<file path="config.mk">
export PLATFORM = sky130hd
export DESIGN_NAME = sn76489_bus_if
export DESIGN_NICKNAME = d
export VERILOG_FILES = /design/src/rtl/sn76489_bus_if.sv
export SDC_FILE = /design/constraint.sdc
export NUM_CORES = 1
export LEC_CHECK = 0
export BUFFER_PORTS_ARGS = -buffer_cell sky130_fd_sc_hd__buf_2
export CORE_UTILIZATION = 55
export CTS_CLUSTER_DIAMETER = 100
export DETAILED_ROUTE_END_ITERATION = 8
export PLACE_DENSITY = 0.81
export SYNTH_ARGS = -nofsm -noshare
export SYNTH_HDL_FRONTEND = slang
export SYNTH_SLANG_ARGS = --single-unit
</file>
<file path="constraint.sdc">
create_clock -name clock_i -period 2.3 [get_ports clock_i]
set_clock_uncertainty 0.05 [all_clocks]
set_input_delay 0.115 -clock clock_i [delete_from_list [all_inputs] [get_ports clock_i]]
set_output_delay 0.115 -clock clock_i [all_outputs]
set_load 0.01 [all_outputs]
</file>
<file path="src/rtl/sn76489_bus_if.sv">
// sn76489_bus_if
//
// CPU-side write interface and chip clock prescaler for the SN76489 sound
// core. CPU write strobes are edge-detected and the written bytes buffered.
// Each buffered byte is handed to the tone/noise stages in a cycle where the
// divided enable clk_en_o is high. A downstream stage therefore sees the write
// in the one cycle where its own clk_en_i && we_i is true.
//
// Configuration macro: SN76489_WRITE_FIFO_EN
//   defined   : FIFO_DEPTH-entry write FIFO; ready_o drops only when full.
//   undefined : single-entry buffer; ready_o stays low while a byte is
//               pending, which mimics the real chip's write wait.
//
// Parameters
//   DIVIDER    : clk_en_i pulses per clk_en_o pulse (2..16)
//   FIFO_DEPTH : FIFO entries when SN76489_WRITE_FIFO_EN is defined
//                (power of 2, >= 2)
//
// Ports
//   clock_i    : system clock
//   res_i      : synchronous active-high reset
//   clk_en_i   : master chip clock enable
//   ce_n_i     : chip enable, active-low
//   we_n_i     : write enable, active-low
//   d_i        : CPU data, bit 0 is the MSB
//   ready_o    : CPU ready, low = stall
//   overrun_o  : sticky, set when a write is dropped
//   clk_en_o   : divided enable to the tone and noise stages
//   d_o        : write data to the stages
//   r2_o       : register type, 0 = frequency/control, 1 = attenuator
//   tone_we_o  : write enables for tone channels 0..2
//   noise_we_o : write enable for the noise channel

module sn76489_bus_if #(
    parameter int DIVIDER    = 16,
    parameter int FIFO_DEPTH = 4
) (
    input  logic       clock_i,
    input  logic       res_i,
    input  logic       clk_en_i,
    input  logic       ce_n_i,
    input  logic       we_n_i,
    input  logic [0:7] d_i,
    output logic       ready_o,
    output logic       overrun_o,
    output logic       clk_en_o,
    output logic [0:7] d_o,
    output logic       r2_o,
    output logic [0:2] tone_we_o,
    output logic       noise_we_o
);

    localparam logic [3:0] CNT_LAST = 4'(DIVIDER - 1);

    // Elaboration-time guard against unsupported parameter values.
    if (DIVIDER < 2 || DIVIDER > 16 || FIFO_DEPTH < 2 ||
        (FIFO_DEPTH & (FIFO_DEPTH - 1)) != 0) begin : g_param_check
        $error("sn76489_bus_if: illegal DIVIDER or FIFO_DEPTH");
    end

    logic [3:0] cnt_q, cnt_d;
    logic       strb_q, strb_d;
    logic       ready_q, ready_d;
    logic       overrun_q, overrun_d;
    logic [0:1] ch_q, ch_d;
    logic       r2_q, r2_d;
    logic [0:7] dout_q, dout_d;

    logic       strb;
    logic       accept;
    logic       push;
    logic       pop;
    logic       buf_full;
    logic       buf_empty;
    logic       buf_ready_d;
    logic [0:7] head;
    logic [0:1] sel_ch;
    logic       sel_r2;

    // A write is taken only on the rising edge of the combined strobe, so a
    // held strobe yields a single write.
    assign strb   = ~ce_n_i & ~we_n_i;
    assign accept = strb & ~strb_q;
    assign push   = accept & ~buf_full;

    // The enable is combinational so a byte pushed at T can ride a pulse at T+1.
    // Gating with reset keeps every write enable quiet in the reset cycle.
    assign clk_en_o = clk_en_i & (cnt_q == CNT_LAST) & ~res_i;
    assign pop      = clk_en_o & ~buf_empty;

`ifdef SN76489_WRITE_FIFO_EN
    localparam int AW    = $clog2(FIFO_DEPTH);
    localparam int OCC_W = AW + 1;
    localparam logic [OCC_W-1:0] OCC_FULL = OCC_W'(FIFO_DEPTH);

    logic [0:7]       mem_q [FIFO_DEPTH];
    logic [0:7]       mem_d [FIFO_DEPTH];
    logic [AW-1:0]    wr_q, wr_d;
    logic [AW-1:0]    rd_q, rd_d;
    logic [OCC_W-1:0] occ_q, occ_d;

    assign buf_full  = (occ_q == OCC_FULL);
    assign buf_empty = (occ_q == '0);
    assign head      = mem_q[rd_q];

    // Circular buffer; pointers wrap naturally because the depth is a power of 2.
    always_comb begin
        mem_d = mem_q;
        wr_d  = wr_q;
        rd_d  = rd_q;
        occ_d = occ_q;
        if (push) begin
            mem_d[wr_q] = d_i;
            wr_d        = wr_q + AW'(1);
        end
        if (pop) begin
            rd_d = rd_q + AW'(1);
        end
        if (push && !pop) begin
            occ_d = occ_q + OCC_W'(1);
        end else if (pop && !push) begin
            occ_d = occ_q - OCC_W'(1);
        end
    end

    assign buf_ready_d = (occ_d != OCC_FULL);

    always_ff @(posedge clock_i) begin
        if (res_i) begin
            wr_q  <= '0;
            rd_q  <= '0;
            occ_q <= '0;
        end else begin
            wr_q  <= wr_d;
            rd_q  <= rd_d;
            occ_q <= occ_d;
        end
    end

    // Storage needs no reset; occupancy alone decides what is valid.
    always_ff @(posedge clock_i) begin
        mem_q <= mem_d;
    end
`else
    logic       valid_q, valid_d;
    logic [0:7] data_q, data_d;

    assign buf_full  = valid_q;
    assign buf_empty = ~valid_q;
    assign head      = data_q;

    always_comb begin
        valid_d = push | (valid_q & ~pop);
        data_d  = push ? d_i : data_q;
    end

    // Ready tracks the pending flag, holding the CPU off until delivery.
    assign buf_ready_d = ~valid_d;

    always_ff @(posedge clock_i) begin
        if (res_i) begin
            valid_q <= 1'b0;
            data_q  <= '0;
        end else begin
            valid_q <= valid_d;
            data_q  <= data_d;
        end
    end
`endif

    // Prescaler, strobe history, latch state and delivery decode. A latch byte
    // updates channel/r2 and is itself delivered with the new selection.
    always_comb begin
        cnt_d = cnt_q;
        if (clk_en_i) begin
            cnt_d = (cnt_q == CNT_LAST) ? 4'd0 : cnt_q + 4'd1;
        end
        strb_d     = strb;
        overrun_d  = overrun_q | (accept & buf_full);
        ready_d    = buf_ready_d;
        sel_ch     = head[0] ? head[1:2] : ch_q;
        sel_r2     = head[0] ? head[3] : r2_q;
        ch_d       = ch_q;
        r2_d       = r2_q;
        dout_d     = dout_q;
        tone_we_o  = '0;
        noise_we_o = 1'b0;
        if (pop) begin
            ch_d   = sel_ch;
            r2_d   = sel_r2;
            dout_d = head;
            case (sel_ch)
                2'd0:    tone_we_o[0] = 1'b1;
                2'd1:    tone_we_o[1] = 1'b1;
                2'd2:    tone_we_o[2] = 1'b1;
                default: noise_we_o   = 1'b1;
            endcase
        end
    end

    // Data and r2 show the delivered values in the delivery cycle itself and
    // hold them afterwards.
    assign d_o       = dout_d;
    assign r2_o      = r2_d;
    assign ready_o   = ready_q;
    assign overrun_o = overrun_q;

    always_ff @(posedge clock_i) begin
        if (res_i) begin
            cnt_q     <= '0;
            strb_q    <= 1'b0;
            ready_q   <= 1'b1;
            overrun_q <= 1'b0;
            ch_q      <= '0;
            r2_q      <= 1'b0;
            dout_q    <= '0;
        end else begin
            cnt_q     <= cnt_d;
            strb_q    <= strb_d;
            ready_q   <= ready_d;
            overrun_q <= overrun_d;
            ch_q      <= ch_d;
            r2_q      <= r2_d;
            dout_q    <= dout_d;
        end
    end

endmodule

</file>
=== Word-level counts from Yosys, hierarchy flattened ===
Index checks and enable logic that the tools add are counted.

* Add/sub/neg operators: 1
* Equal/unequal tests: 3
* Multiplexer cells: 11
* Bitwise gates (word level): 17
* Reductions and logical operators: 2

{| class="wikitable"
|+ Operator list
! kind !! count
|-
| 1-bit AND || 8
|-
| 8-bit two-way mux || 1
|-
| 1-bit two-way mux || 7
|-
| 1-bit NOT || 7
|-
| 4-bit by 1-bit adder with 4-bit output (second input constant) || 1
|-
| 4-bit == test (second input constant) || 1
|-
| 4-bit two-way mux || 1
|-
| 3-bit two-way mux || 1
|-
| 3-bit OR reduction || 1
|-
| 2-bit by 1-bit == test with 1-bit output (second input constant) || 1
|-
| 2-bit == test (second input constant) || 1
|-
| 2-bit zero test || 1
|-
| 2-bit two-way mux || 1
|-
| 1-bit OR || 2
|}

* Register bits after elaboration: 27
* Bits of input ports: 13
* Output and inout port bits: 16
* Logic and storage cells: 43

=== Depth between registers and ports, before layout ===
Gate-level depths: netlist of the first run.

* Word-level depth: 8
* Gate-level depth with buffers: 5
* Gate-level depth less buffers: 4

=== Worst setup path before layout of the first run ===
Ideal clock, no wire load.

* Kind: reg-to-output
* Start: reg cnt_q[0]
* End: out noise_we_o
* Arrival: 1.274 ns
* Required time: 2.135 ns
* Path slack: 0.861 ns
* Stages on the path, launching flop included: 6
* Path buffers: 1
* Cells stage by stage: dfxtp_1 ha_1 and4_4 nand2_4 buf_6 a21oi_1

* Word-level cells in the longest chain between the ends: 5

{| class="wikitable"
|+ Ends and longest elaborated chain
! element !! RTL line !! text
|-
| from (decl) || 61 || <nowiki>logic [3:0] cnt_q, cnt_d;</nowiki>
|-
| from (signal assigned) || 218 || <nowiki>cnt_q <= cnt_d;</nowiki>
|-
| 4-bit == test || 88 || <nowiki>assign clk_en_o = clk_en_i & (cnt_q == CNT_LAST) & ~res_i;</nowiki>
|-
| 1-bit AND (2 in a row) || 88 ||
|-
| 1-bit AND || 89 || <nowiki>assign pop = clk_en_o & ~buf_empty;</nowiki>
|-
| 1-bit two-way mux || 188 || <nowiki>if (pop) begin</nowiki>
|-
| to (decl) || 50 || <nowiki>output logic noise_we_o</nowiki>
|}

Every way passes these cells.

=== Final worst setup path of the first run ===
* Start: reg cnt_q[0]
* End: out d_o[1] (netlist bit)

* Word-level cells in the longest chain between the ends: 5

{| class="wikitable"
|+ Ends and longest elaborated chain
! element !! RTL line !! text
|-
| 4-bit == test || 88 ||
|-
| 1-bit AND (2 in a row) || 88 ||
|-
| 1-bit AND || 89 ||
|-
| 8-bit two-way mux || 188 ||
|-
| to (decl) || 47 || <nowiki>output logic [0:7] d_o,</nowiki>
|}

Every way passes these cells.

==> results of run 1 <==
[critical path, stage by stage (launching register included)]
cell     delay, ps
dfxtp_1        410
ha_1           250
and4_4         290
nand2_4        140
mux2_2         300
buf_2          140
[cell usage after synthesis]
library cell,instances
or4_1,1
nor2_1,9
or3_1,1
nand3_1,4
o21ai_0,6
and4_4,1
xor2_1,1
mux2_2,6
nand3b_1,3
nor3b_1,2
a21oi_1,14
buf_1,1
buf_2,5
a31oi_1,3
nor4_4,1
nand2_4,1
nor3_1,4
or2_1,1
nand2_1,28
and2b_2,1
a31o_2,2
nand2b_1,1
nand3_2,1
a21o_1,1
o211ai_1,7
dfxtp_1,27
mux2i_1,3
nand4_1,1
ha_1,1
a21bo_2,2
inv_1,4
buf_6,1
[cell families after synthesis]
group	count (synthesis)
AND/OR/NAND/NOR	60
AO/OA/AOI/OAI	35
flip-flops	27
buffers and inverters	11
multiplexers	9
XOR/XNOR	1
adder cells (fa/ha/maj)	1
[per-stage QoR]
stage | hold slack (ps) | util (%) | area, sq um
after floorplan | 136 | - | 1240
after global placement | 292 | 67.8 | 1380
after detailed placement | 306 | 67.8 | 1380
after CTS | 36.9 | 74.0 | 1510
after global routing | 45.6 | 74.0 | 1510
final | 55.3 | 74.0 | 1510
[where the power goes]
group          internal [mW]  total (mW)  switching (mW)
combinational         0.0353      0.0737          0.0384
clock                 0.0653       0.203           0.137
sequential             0.481       0.496          0.0148
total                  0.581       0.772           0.191
[flip-flops by register name (all words and copies together), names as in the netlist, 2 cells and up]
register,count
data_q,8
dout_q,8
ch_q,2
cnt_q,4
[per-layer routing]
layer | up-vias | global-route usage (%) | wire, microns | part of all wire [%]
met1 | 527 | 29.1 | 1170 | 44
li1 | 581 | - | - | -
met2 | 31 | 42.1 | 1350 | 51
met3 | 2 | 6.79 | 108 | 4.1
met4 | 0 | 7.62 | 16 | 0.60
met5 | - | 0 | 0 | 0
[worst min path at each step]
stage / slack [ps] / depth (start not counted) / end / start
detailed placement: 310 / 2 / strb_q$_SDFF_PP0_ / ce_n_i
global placement: 290 / 2 / strb_q$_SDFF_PP0_ / ce_n_i
floorplan: 140 / 1 / strb_q$_SDFF_PP0_ / ce_n_i
global route: 50 / 3 / cnt_q[0]$_SDFFE_PP0P_ / clk_en_i
finish: 60 / 3 / cnt_q[0]$_SDFFE_PP0P_ / clk_en_i
CTS: 40 / 3 / cnt_q[0]$_SDFFE_PP0P_ / clk_en_i
[layout make-up]
class / count / area share (%)
Multi-Input combinational cell: 106 / 42.8
Clock buffer: 3 / 1.49
Clock inverter: 1 / 0.331
Inverter: 4 / 0.993
Timing Repair Buffer: 39 / 16.4
Tap cell: 27 / 2.24
Sequential cell: 27 / 35.8
[cells in the final DEF (no fill, tap or decap), drive strengths merged]
cell type and count:
nand2 29, buf 29, dfxtp 27, a21oi 14, dlygate4sd3 10, nor2 9
o211ai 7, mux2 6, o21ai 6, nand3 5, inv 4, nor3 4
a31oi 3, nand3b 3, mux2i 3, clkbuf 3, a21bo 2, nor3b 2
a31o 2, and4 1, and2b 1, nand4 1, a21o 1, nor4 1
or4 1, or3 1, or2 1, xor2 1, nand2b 1, ha 1
clkinv 1
[repair_timing]
| item | CTS | global route |
|---|---|---|
| buffers inserted | 0 | 0 |
| hold endpoints to repair | 9 | 0 |
| hold buffers | 10 | 0 |
==> flow_summary.toml, run 1 <==
[clock_network]
cts_root_buf = "clkbuf_4"
insertion_delay_ps = 330
clkSinkCount = 27
cts_resized = 0
cts_buffers = 3
clkSlewWorstSetupHoldPaths_ps = 130
buffers_from_clock_root_to_sink_at_most = 2
htreeDepth = 1
tritoncts_clock_tree = "built"

[logic_synthesis]
yosys.area_share.adder_pct = 1.01
synth.cell_area_sq_um = 1240
compound_gate_portion_of_the_synthesized_area_pct = 17.4
synth_seq_cells = 27
synth_simple_gate_area_share_pct = 25.1
post_synth_main_area_contributors = "dfxtp_1 (44%), nand2_1 (8.5%), a21oi_1 (5.6%), mux2_2 (5.4%), o211ai_1 (4.2%)"
avg_synthesized_cell_area_sq_um = 8.63
synthDominantCellAreaShare_pct = 43.5
synth-warning-count = 0
synthXorXnorAreaFrac_pct = 0.705
synth_top_cell_by_area = "dfxtp_1"
yosysUniqueCellTypes = 32
seq_area_frac_synth_pct = 43.5
cells_after_synth = 144
synthMuxAreaShare_pct = 7.85
synth_top_family_by_area = "simple AND/OR/NAND/NOR gates"
net_count_after_synthesis = 158

[worst_setup_path]
arrival_worst_endpoint_ps = 1860
endpoint_kind = "primary output"
endpoint_of_the_worst_setup_timing_path = "d_o[1]"
critical_path_start = "cnt_q[0]$_SDFFE_PP0P_"
cp_data_required_time_ps = 2130
rr_endpoint = "dout_q[0]$_SDFF_PP0_"
worst_r2r_path_depth = 4
timing.reg2reg.setup_slack_ps = 800
critical_path_class = "reg2out"
timing.critical_path.from_type = "flip-flop"
rr_startpoint = "cnt_q[0]$_SDFFE_PP0P_"
critPathMaxFanout = 18

[drt]
num_vias = 1141
drt_iter0_markers = 23
drc = 0
wl_per_cell_microns = 12.8
drt-total-wl_mm = 2.65
vias_per_cell = 5.51
count_of_nets_left_with_antenna_violations_after_detail_routing = 0
drtPass1Iterations = 4

[die]
num_rows = 16
floorplan.io_pins = 29
core_sq_um = 2040
dieWidth_microns = 49.5
effective_utilization_at_floorplan_pct = 60.8
floorplan.die_area_sq_um = 2450
die_h_microns = 49.5

[grt]
grtUsageTotal_pct = 24.4
globalRoute.totalOverflow = 0
grt_antenna_before_repair = 0
grt_max_degree = 21
grt_first_pass_wirelength_mm = 4.55
grt_pass1_vias = 1087

[layout]
num_antenna_cells = 0
drive_above_1_share_pct = 26.7
area_delta_synth_final_pct = 21.7
multi_input_area_sq_um = 647
finalNonFillerCells = 207
final_net_count = 195
fillerInstances = 167
sequential_cell_area_sq_um = 541

[placed_design]
io_buffer_count = 28
routability_driven_placement_congestion_ratio = 0.762
post-place-cells = 193
dp.final_hpwl_mm = 1.82
dp_slack_ps = 660

[timing]
slew_violations = 0
period_share_pct = 87.9
finalHoldViolations = 0
final.setup.tns_ps = 0
layout_setup_ws_ps = 278
finalSetupViolCount = 0
relative_slew_margins_pct = 65.8
rsz0062_at_grt = "false"
maxClockFrequency_ghz = 0.494
worst-slew-pin-transition_ps = 509
minimum_clock_period_ps = 2020

[pwr]
static-leakage-power_nw = 0.650
finalPower_mw = 0.772
power_per_cell_area_nw_per_um2 = 511
worst_ir_drop_vdd_mv = 0.554

[run_status]
status = "finished, final reports clean"

[flow_run]
max_cap_violations = 0

[hold_path]
timing.hold.worst.class = "in2reg"
No activity file was read; power rests on OpenSTA's default activity.
==> run 2: changes to the inputs <==
==> constraint.sdc (replaced) <==
create_clock -name clock_i -period 2.3 [get_ports clock_i]
set_clock_uncertainty 0.05 [all_clocks]
set_input_delay 0.46 -clock clock_i [delete_from_list [all_inputs] [get_ports clock_i]]
set_output_delay 0.46 -clock clock_i [all_outputs]
set_load 0.01 [all_outputs]
==> flow_summary.toml, run 2 (synthesized netlist as in run 1, its figures left out) <==
[worst_setup_path]
cp_data_required_time_ps = 1790
critPathMaxFanout = 5
critical_path_class = "reg2out"
max_stage_delay_ps = 400
path_depth = 6
cp_cell_sequence = "ha_4 > and4_4 > buf_4 > nand3_1 > a21bo_2 > buf_2"
worst_path_dominant_cell_family = "flip-flops"
timing.critical_path.from_type = "flip-flop"
endpoint_kind = "primary output"
rr_endpoint = "data_q[4]$_SDFFE_PP0P_"
critPathSlowestCell = "dfxtp_2"
arrival_worst_endpoint_ps = 1720
worst_r2r_path_depth = 3
rr_startpoint = "buf_full$_SDFF_PP0_"
timing.reg2reg.setup_slack_ps = 820
cp.buffers_inverters = 2

[timing]
hold_slack_ps = 306
layout_setup_ws_ps = 71.3
worst-slew-pin-transition_ps = 495
period_share_pct = 96.9
maxClockFrequency_ghz = 0.449
finalHoldViolations = 0
minimum_clock_period_ps = 2230
slew_violations = 0
rsz0062_at_grt = "false"
relative_slew_margins_pct = 66.8
final.setup.tns_ps = 0
finalSetupViolCount = 0

[clock_network]
tritoncts_clock_tree = "built"
htreeDepth = 1
cts_root_buf = "clkbuf_4"
insertion_delay_ps = 320
clkSinkCount = 27
clkSlewWorstSetupHoldPaths_ps = 140
cts_hold_buf = 0
cts_buffers = 3
buffers_from_clock_root_to_sink_at_most = 2

[pwr]
switching_share_pct = 25.1
power_per_cell_area_nw_per_um2 = 522
internal_power_mw = 0.576
share_seq_of_total_power_pct = 64.7
netSwitchingPower_mw = 0.193
worst_ir_drop_vdd_mv = 0.429
clock_power_share_pct = 26.1
static-leakage-power_nw = 0.611
power_frac_comb_pct = 9.2

[layout]
area_delta_synth_final_pct = 18.5
final_cell_mix = "nand2_1 (28), buf_2 (28), dfxtp_1 (25)"
num_antenna_cells = 0
fillerInstances = 160
sequential_cell_area_sq_um = 543
final_net_count = 189
multi_input_area_sq_um = 676
biggestRegsByFlops = "data_q: 8 flops, dout_q: 8 flops, cnt_q: 4 flops"
drive_above_1_share_pct = 31.6

[die]
num_rows = 16
die_h_microns = 49.5
dieWidth_microns = 49.5
effective_utilization_at_floorplan_pct = 60.8
floorplan.die_area_sq_um = 2450
core_sq_um = 2040
floorplan.io_pins = 29

[grt]
grt_pass1_vias = 1010
met3_layer_usage_reported_by_global_route_pct = 2.78
grt_max_degree = 20
grt_antenna_before_repair = 0
grt_use_met1_pct = 31.7
grtUsageTotal_pct = 23.5
grt-busiest-layer = "met2"
grt_first_pass_wirelength_mm = 4.52
grt.met2_usage_pct = 39.6
globalRoute.totalOverflow = 0

[drt]
drtPass1Iterations = 4
drt_iter0_markers = 16
count_of_nets_left_with_antenna_violations_after_detail_routing = 0
num_vias = 1121
vias_per_cell = 5.58
drc = 0
wl_per_cell_microns = 13.4
drt-total-wl_mm = 2.69

[flow_run]
max_cap_violations = 0

[placed_design]
io_buffer_count = 28
routability_driven_placement_congestion_ratio = 0.752
dp.final_hpwl_mm = 1.86
dp_slack_ps = 298

[hold_path]
hold_depth = 3
timing.hold.worst.class = "in2reg"
worst_min_delay_path_endpoint = "data_q[5]$_SDFFE_PP0P_"
holdCritStartpoint = "d_i[5]"

[run_status]
status = "finished, final reports clean"
## run 2: worst max path at each step
stage                                startpoint  slack, ps         end
final                     cnt_q[0]$_SDFFE_PP0P_         70      d_o[2]
after global routing      cnt_q[0]$_SDFFE_PP0P_       0.09      d_o[2]
after CTS                 cnt_q[0]$_SDFFE_PP0P_         10        r2_o
after detailed placement  cnt_q[0]$_SDFFE_PP0P_        300      d_o[5]
after global placement                    res_i        330      d_o[6]
after floorplan           cnt_q[0]$_SDFFE_PP0P_        520  noise_we_o
## run 2: final cells by class
| type | count | share of cell area (%) |
|---|---|---|
| flip-flops and latches | 27 | 36.9 |
| clock inverters | 1 | 0.340 |
| multi-input cells | 106 | 45.9 |
| well taps | 27 | 2.29 |
| repair buffers | 33 | 12.1 |
| inverters | 4 | 1.02 |
| clock buffers | 3 | 1.53 |
## run 2: per-stage QoR
| stage | utilization (%) | instances | cell area (sq um) | power, mW |
|---|---|---|---|---|
| final | 72.1 | 201 | 1470 | 0.769 |
| after floorplan | - | 144 | 1240 | 0.543 |
| after CTS | 70.2 | 198 | 1430 | 0.766 |
| after global routing | 72.1 | 201 | 1470 | 0.808 |
| after detailed placement | 68.1 | 194 | 1390 | 0.569 |
| after global placement | 68.1 | 194 | 1390 | 0.566 |
## run 2: power by group through the flow
stage	Sequential [mW]	Combinational (mW)	Clock (mW)
floorplan	0.502	0.0413	0
global placement	0.505	0.0607	0
detailed placement	0.506	0.0632	0
CTS	0.496	0.0645	0.205
global route	0.500	0.0788	0.229
finish	0.498	0.0704	0.201
## run 2: what timing repair did
item | in CTS | in global routing
resized for setup | 4 | 2
setup endpoints to repair | 8 | 6
cloned | 0 | 0
setup buffers | 0 | 3
hold endpoints to repair | 0 | 0
pin swaps | 1 | 0
## run 2: worst reg2reg max path: cells and delay by family (launching register included)
kind             cells  cell delay [ps]
flip-flops           1              420
AND/OR/NAND/NOR      2              850
AO/OA/AOI/OAI        1               70
## run 2: routing by layer
metal | part of all wire (%) | wire length (microns)
met5 | 0 | 0
met4 | 0.93 | 25
met2 | 51 | 1360
met3 | 2.5 | 68
met1 | 46 | 1230
==> run 3: changes to the inputs <==
==> constraint.sdc (replaced) <==
create_clock -name clock_i -period 2.3 [get_ports clock_i]
set_clock_uncertainty 0.05 [all_clocks]
set_input_delay 0.23 -clock clock_i [delete_from_list [all_inputs] [get_ports clock_i]]
set_output_delay 0.23 -clock clock_i [all_outputs]
set_load 0.01 [all_outputs]
==> flow_summary.toml, run 3 (synthesized netlist as in run 1, its figures left out) <==
[grt]
grt_max_degree = 21
grt_pass1_vias = 1033
grt_first_pass_wirelength_mm = 4.29
globalRoute.totalOverflow = 0
grt_antenna_before_repair = 0
grtUsageTotal_pct = 22.0

[die]
floorplan.io_pins = 29
effective_utilization_at_floorplan_pct = 60.8
core_sq_um = 2040
num_rows = 16
die_h_microns = 49.5
dieWidth_microns = 49.5
floorplan.die_area_sq_um = 2450

[hold_path]
timing.hold.worst.class = "in2reg"
holdCritStartpoint = "ce_n_i"

[timing]
finalHoldViolations = 0
final.setup.tns_ps = 0
relative_slew_margins_pct = 67.5
finalSetupViolCount = 0
hold_slack_ps = 71.7
rsz0062_at_grt = "false"
worst-slew-pin-transition_ps = 484
slew_violations = 0
period_share_pct = 93.2
maxClockFrequency_ghz = 0.467
minimum_clock_period_ps = 2140

[drt]
wl_per_cell_microns = 12.4
num_vias = 1085
drc = 0
drt-met1-wl_mm = 1.16
wl_met2_mm = 1.20
drt_iter0_markers = 18
vias_per_cell = 5.51
wl_met3_microns = 75
drt-total-wl_mm = 2.45
drtPass1Iterations = 4
count_of_nets_left_with_antenna_violations_after_detail_routing = 0
uppermost_layer_routed = "met4"

[pwr]
netSwitchingPower_mw = 0.182
worst_ir_drop_vdd_mv = 0.508
clock_power_share_pct = 26.1
switching_share_pct = 24.1
internal_power_mw = 0.573
static-leakage-power_nw = 0.604
share_seq_of_total_power_pct = 65.7
power_frac_comb_pct = 8.2
power_per_cell_area_nw_per_um2 = 535

[worst_setup_path]
critical_path_start = "cnt_q[0]$_SDFFE_PP0P_"
cp_data_required_time_ps = 2020
timing.critical_path.from_type = "flip-flop"
endpoint_kind = "primary output"
max_stage_delay_ps = 420
arrival_worst_endpoint_ps = 1860
critical_path_class = "reg2out"
critPathSlowestCell = "dfxtp_1"
cp_cell_sequence = "ha_1 > and4_4 > nand2_4 > mux2_2 > buf_2"
rr_startpoint = "cnt_q[0]$_SDFFE_PP0P_"
critPathMaxFanout = 18

[clock_network]
insertion_delay_ps = 310
htreeDepth = 1
cts_buffers = 3
tritoncts_clock_tree = "built"
cts_hold_buf = 0
post_cts_repair_setup_buffers = 0
buffers_from_clock_root_to_sink_at_most = 2
cts_root_buf = "clkbuf_4"
clkSinkCount = 27
cts_resized = 0
clkSlewWorstSetupHoldPaths_ps = 130

[layout]
finalNonFillerCells = 197
biggestRegsByFlops = "data_q: 8 flops, dout_q: 8 flops, cnt_q: 4 flops"
num_antenna_cells = 0
area_delta_synth_final_pct = 13.5
final_cell_mix = "nand2_1 (28), buf_2 (28), dfxtp_1 (27)"
drive_above_1_share_pct = 27.6
final_net_count = 185

[flow_run]
max_cap_violations = 0

[run_status]
status = "finished, final reports clean"

[placed_design]
io_buffer_count = 28
dp.final_hpwl_mm = 1.83
routability_driven_placement_congestion_ratio = 0.736
post-place-cells = 193
-- run 3: per-stage QoR --
stage / setup slack (ps) / utilization (%) / total power [mW] / area (sq um)
final: 156 / 69.1 / 0.755 / 1410
after global routing: 53.8 / 69.1 / 0.790 / 1410
after CTS: 149 / 69.1 / 0.762 / 1410
after detailed placement: 521 / 67.8 / 0.568 / 1380
after global placement: 545 / 67.8 / 0.564 / 1380
after floorplan: 746 / - / 0.543 / 1240
-- run 3: metal layers --
metal,vias up,GRT usage (%)
met3,3,4.01
met4,0,8.10
met2,25,36.7
met5,-,0
met1,500,28.1
li1,557,-
-- run 3: path summary, 6_finish.rpt --
path	to	slack [ps]	cells after the start
max	d_o[1]	160	5
min	strb_q$_SDFF_PP0_	70	2
max reg2reg	dout_q[0]$_SDFF_PP0_	780	4
min reg2reg	data_q[7]$_SDFFE_PP0P_	430	2
-- run 3: worst max-delay path: cells and delay by family (launching register included) --
| family | cells | cell delay [ps] |
|---|---|---|
| fa+ha+maj | 1 | 260 |
| buf+inv | 1 | 140 |
| flops | 1 | 420 |
| mux | 1 | 300 |
| simple gates | 2 | 430 |
-- run 3: final cells by class --
| type | count | area [sq um] |
|---|---|---|
| Tap cell | 27 | 33.8 |
| Clock buffer | 4 | 26.3 |
| Inverter | 4 | 15.0 |
| Sequential cell | 27 | 541 |
| Fill cell | 182 | 632 |
| Multi-Input combinational cell | 106 | 647 |
| Timing Repair Buffer | 29 | 148 |
-- run 3: power by group through the flow --
| stage | registers (mW) | clock network, mW | logic (mW) |
|---|---|---|---|
| 2_1_floorplan | 0.502 | 0 | 0.0413 |
| 3_3_place_gp | 0.505 | 0 | 0.0587 |
| 5_1_grt | 0.499 | 0.221 | 0.0697 |
| 6_report | 0.496 | 0.197 | 0.0615 |
| 4_1_cts | 0.496 | 0.204 | 0.0618 |
| 3_5_place_dp | 0.506 | 0 | 0.0616 |
